[config.mk]
export PLATFORM = sky130hd
export DESIGN_NAME = stream_mux_rr
export DESIGN_NICKNAME = d
export VERILOG_FILES = /design/src/rtl/stream_mux_pkg.sv /design/src/rtl/stream_mux_rr_arbiter.sv /design/src/rtl/stream_mux_rr.sv
export SDC_FILE = /design/constraint.sdc
export NUM_CORES = 1
export LEC_CHECK = 0
export ABC_AREA = 1
export CORE_ASPECT_RATIO = 1.4
export CORE_MARGIN = 8
export CORE_UTILIZATION = 42
export DETAILED_ROUTE_END_ITERATION = 10
export PLACE_DENSITY = 0.82
export RECOVER_POWER = 100
export SETUP_SLACK_MARGIN = 0.1
export SYNTH_ARGS = -nofsm -noshare
export SYNTH_HDL_FRONTEND = slang
export SYNTH_SLANG_ARGS = --single-unit
[constraint.sdc]
create_clock -name clk -period 3.2 [get_ports clk]
set_clock_uncertainty 0.2 [all_clocks]
set_input_delay 0.64 -clock clk [delete_from_list [all_inputs] [get_ports clk]]
set_output_delay 0.64 -clock clk [all_outputs]
set_load 0.05 [all_outputs]
[src/rtl/stream_mux_pkg.sv]
// Shared definitions for the round-robin stream multiplexer.
//   state_t    : FSM states (ARB arbitrates every beat, LOCK holds a channel
//                for the remainder of a packet).
//   rr_pick    : round-robin one-hot pick over up to 16 requesters.
//   N_CH_DEF / WIDTH_DEF : default channel count and data width.
package stream_mux_pkg;

  localparam int N_CH_DEF  = 4;
  localparam int WIDTH_DEF = 32;
  localparam int MAX_CH    = 16;

  typedef enum logic {
    ARB  = 1'b0,
    LOCK = 1'b1
  } state_t;

  // Scan ptr+1, ptr+2, ... (mod n) and return the first requester one-hot.
  // Vectors are sized for the widest legal mux; callers zero-extend.
  function automatic logic [MAX_CH-1:0] rr_pick(
    input logic [MAX_CH-1:0] valid,
    input logic [3:0]        ptr,
    input int unsigned       n
  );
    logic [MAX_CH-1:0] pick;
    logic              found;
    int unsigned       idx;
    pick  = '0;
    found = 1'b0;
    for (int unsigned k = 1; k <= MAX_CH; k++) begin
      if (k <= n && !found) begin
        idx = (int'(ptr) + k) % n;
        if (valid[idx[3:0]]) begin
          pick[idx[3:0]] = 1'b1;
          found          = 1'b1;
        end
      end
    end
    return pick;
  endfunction

endpackage

[src/rtl/stream_mux_rr_arbiter.sv]
// Combinational round-robin arbiter.
//   req   : per-channel request (in_valid)
//   ptr   : index of the most recently served channel
//   grant : one-hot grant, zero when nothing requests
//   idx   : binary index of the granted channel (0 when no grant)
module rr_arbiter
  import stream_mux_pkg::*;
#(
  parameter int N_CH = N_CH_DEF,
  localparam int CH_W = $clog2(N_CH)
) (
  input  logic [N_CH-1:0] req,
  input  logic [CH_W-1:0] ptr,
  output logic [N_CH-1:0] grant,
  output logic [CH_W-1:0] idx
);

  logic [MAX_CH-1:0] pick_full;
  logic              unused_pick;

  assign pick_full   = rr_pick(MAX_CH'(req), 4'(ptr), N_CH);
  assign grant       = pick_full[N_CH-1:0];
  // Upper bits are always zero for narrower muxes.
  assign unused_pick = ^pick_full;

  always_comb begin
    idx = '0;
    for (int i = 0; i < N_CH; i++) begin
      if (grant[i]) idx = CH_W'(i);
    end
  end

endmodule

[src/rtl/stream_mux_rr.sv]
// N-channel valid/ready stream multiplexer with round-robin arbitration and a
// single registered output stage carrying the source channel index.
//   clk, rst (async, active high)
//   in_data/in_valid/in_last/in_ready : N_CH upstream streams
//   out_data/out_last/out_ch/out_valid/out_ready : registered downstream stream
// Optional feature: define STREAM_MUX_PKT_LOCK_EN to keep a channel granted
// from the first beat of a packet until its last beat.
module stream_mux_rr
  import stream_mux_pkg::*;
#(
  parameter int N_CH  = N_CH_DEF,
  parameter int WIDTH = WIDTH_DEF,
  localparam int CH_W = $clog2(N_CH)
) (
  input  logic                       clk,
  input  logic                       rst,
  input  logic [N_CH-1:0][WIDTH-1:0] in_data,
  input  logic [N_CH-1:0]            in_valid,
  input  logic [N_CH-1:0]            in_last,
  output logic [N_CH-1:0]            in_ready,
  output logic [WIDTH-1:0]           out_data,
  output logic                       out_last,
  output logic [CH_W-1:0]            out_ch,
  output logic                       out_valid,
  input  logic                       out_ready
);

  state_t            state_reg, state_next;
  logic [CH_W-1:0]   rr_ptr_reg;
  logic [N_CH-1:0]   arb_grant, grant;
  logic [CH_W-1:0]   arb_idx, sel_idx;
  logic              can_load;
  logic              xfer;
`ifdef STREAM_MUX_PKT_LOCK_EN
  logic [CH_W-1:0]   lock_ch_reg;
`endif

  rr_arbiter #(.N_CH(N_CH)) u_arb (
    .req   (in_valid),
    .ptr   (rr_ptr_reg),
    .grant (arb_grant),
    .idx   (arb_idx)
  );

  // In LOCK the packet owner is granted even if it is momentarily idle, so
  // nobody else can slip a beat into the middle of the packet.
  always_comb begin
    grant   = arb_grant;
    sel_idx = arb_idx;
    if (state_reg == LOCK) begin
`ifdef STREAM_MUX_PKT_LOCK_EN
      grant              = '0;
      grant[lock_ch_reg] = 1'b1;
      sel_idx            = lock_ch_reg;
`else
      grant              = '0;
`endif
    end
  end

  assign can_load = !out_valid || out_ready;

  genvar gi;
  generate
    for (gi = 0; gi < N_CH; gi++) begin : g_ready
      assign in_ready[gi] = can_load && !rst && grant[gi];
    end
  endgenerate

  assign xfer = |(in_valid & in_ready);

  always_comb begin
    state_next = state_reg;
    if (xfer) begin
`ifdef STREAM_MUX_PKT_LOCK_EN
      state_next = in_last[sel_idx] ? ARB : LOCK;
`else
      state_next = ARB;
`endif
    end
  end

  always_ff @(posedge clk or posedge rst) begin
    if (rst) begin
      state_reg <= ARB;
    end else begin
      state_reg <= state_next;
    end
  end

`ifdef STREAM_MUX_PKT_LOCK_EN
  always_ff @(posedge clk or posedge rst) begin
    if (rst) begin
      lock_ch_reg <= '0;
    end else if (xfer) begin
      lock_ch_reg <= sel_idx;
    end
  end
`endif

  // Output register: a new beat may replace the current one in the same
  // cycle it is popped, giving one beat per clock.
  always_ff @(posedge clk or posedge rst) begin
    if (rst) begin
      out_valid  <= 1'b0;
      out_data   <= '0;
      out_last   <= 1'b0;
      out_ch     <= '0;
      rr_ptr_reg <= CH_W'(N_CH - 1);
    end else if (xfer) begin
      out_valid  <= 1'b1;
      out_data   <= in_data[sel_idx];
      out_last   <= in_last[sel_idx];
      out_ch     <= sel_idx;
      rr_ptr_reg <= sel_idx;
    end else if (out_ready) begin
      out_valid  <= 1'b0;
    end
  end

endmodule

==> run metrics <==
Fill cells ~800; Mean Syn Cell Area 5.28 um^2; fraction of layout cells with a size suffix above 1 roughly 8.6%; max reg flops 32; clock tree buffer depth 2; Slowest cell on crit path clkdlybuf4s50_1; hold_buf cts 0; # nets final between 1,000 and 1,500; Synth top cells by count nand2_1, inv_1, nor2_1; YS warnings 0; most frequent cell after synthesis nand2_1; Post-route DRC 0; Clk pin slew, worst setup/hold paths 0.06 ns; RSZ-0062 raised after global routing false; final core utilization 69.3%; Critical Path Max Stage Delay about 0.45 ns; CP endpoint in_ready[3]; Max Transition Viols Final 0; first-pass GRT wire length 22,300 um; total number of vias between 4,000 and 5,000; r2r setup slk 0.29 ns; final setup fails 0; post-synth cell types 21; r2r endpoint out_ch[0]; register area share after synthesis between 20% and 30%; worst path required time 2.36 ns; Max Cap Viol 0; Levels on crit path 11; Vert. Die Dim 127 um; Cell Rows 40; Skew-Pair Late Insertion Delay 0.28 ns; Synth area leader nand2_1; Fin Hold WS 0.272 ns; critical path class in -> out; initial antenna violation count 0; WP buf/inv 4; Synth Flop Type dfrtp_1; gp weighted congestion 0.900; Routed WL 14,100 um; post-synth net total 851; initial drt markers 233; vias per cell 4.64; Ant. Diodes 0; FF-to-FF path depth 16; vias in the first global route approximately 4,700; die area 12,200 um^2; cells after synthesis 704; Crit path top cell by count nand2_1; Ports 179; FMAX 0.330 GHz; Hold/Removal Path Class reg -> reg; Final period util roughly 95%; initial cell density of the core 43.2%; Worst setup startpoint in_valid[1]; Hold Violations, Final 0; Placement Cell Area 5650 um^2; area grow syn2layout 60.4%; Die W 95.5 um; Final ANT Viol Nets 0; crit path cell chain clkdlybuf4s50_1, nand2_1, nand3_1, nand2_2, buf_4, nor2_2, nor2_1, nand3_4, nand2_1, inv_1, buf_6; Post-Syn Area about 3700 um^2; I/O Buffers 178; pin count of the biggest net entering global routing 39; Crit. End Element output pin; DR pass1 iterations 4; Overall Global Routing Usage 23.1%; CP Data Arrival Time 2.19 ns; GR Overflow Total 0; WL per Instance 14.1 um; min Tclk post-route 3.03 ns; Core Box Area 8610 um^2; Crit path max-delay family buffers and inverters; post-route setup TNS 0 ns; Detailed Place HPWL 11,000 um; Root Buffer clkbuf_16; Yosys reg bits 38; Synth top area share 29.9%; number of synthesized flops with an enable pin 0; worst r2r src rr_ptr_reg[1]; ys async rst share 100%; largest cells by area after synthesis nand2_1, dfrtp_1, inv_1; TritonCTS clock tree yes; worst rel slew slack between 30 and 40%; H-tree Lvls 2; CTS buffer count 5; Startpoint Class input port; cell area after layout 5960 um^2; CP max FO 7; Worst-Margin Slew 0.983 ns; status finished clean; CTS sink cnt 38
-- placed cells by master, fill, tap and decap left out, types with 3 or more instances in the layout --
master / instances
buf_12: 3
buf_4: 27
buf_6: 3
clkbuf_16: 5
clkdlybuf4s50_1: 135
dfrtp_1: 36
dlygate4sd3_1: 37
ha_1: 7
inv_1: 143
inv_2: 8
nand2_1: 291
nand2_2: 7
nand2_4: 3
nand3_1: 48
nand3_2: 4
nor2_1: 108
nor2_2: 4
nor2_4: 3
o21ai_1: 4
-- worst min-delay path, stage by stage, from the launching register on --
cell and delay, ns:
dfrtp_1 0.34, nand2_1 0.05, nand2_1 0.05
-- worst min path at each step --
| stage | slack, ns | start | cells past startpoint | end |
|---|---|---|---|---|
| floorplan | 0.30 | rr_ptr_reg[1] | 2 | rr_ptr_reg[1] |
| global placement | 0.26 | out_data[31] | 2 | out_data[31] |
| detailed placement | 0.26 | out_data[4] | 2 | out_data[4] |
| CTS | 0.28 | out_data[11] | 2 | out_data[11] |
| global route | 0.29 | out_data[11] | 2 | out_data[11] |
| finish | 0.27 | out_data[11] | 2 | out_data[11] |
-- stage by stage --
step	std cells	setup slack [ns]
4_1_cts	990	0.102
3_5_place_dp	981	0.0233
3_3_place_gp	981	0.0538
6_report	998	0.170
5_1_grt	998	0.0497
2_1_floorplan	704	0.110
-- routing by layer --
metal,global-route usage [%],share of wire (%),routed length (um),vias up
met5,0,0,0,-
met4,10.4,3.7,526,0
met3,5.04,7.9,1120,31
met2,41.8,52,7330,169
met1,24.4,36,5130,2048
li1,-,-,-,2383
-- cell type report --
cell class,instances,area [um^2],area share [%]
inverter,152,571,9.57
clock buffer,6,139,2.33
multi-input combinational,486,2100,35.3
tap,105,131,2.20
timing repair buffer,209,2050,34.4
clock inverter,2,12.5,0.210
sequential,38,953,16.0
-- kinds of logic (layout without fill, tap and decap cells) --
kind of cell / after synthesis / in the layout / share of synthesized area [%]
compound gates: 7 / 7 / 0.942
flops: 38 / 38 / 25.6
fa+ha+maj: 8 / 8 / 2.69
buf+inv: 180 / 369 / 20.0
simple gates: 471 / 471 / 50.7
-- timing repair --
action,4_1_cts,5_1_grt
setup buffers,1,8
gates resized for setup,5,23
endpoints found under the setup margin,4,15
pin swaps,1,6
endpoints found under the hold margin,0,0
Power of run 1 is not shown: default switching activity piles up to over one toggle a cycle in this logic, so the estimate is an artifact.
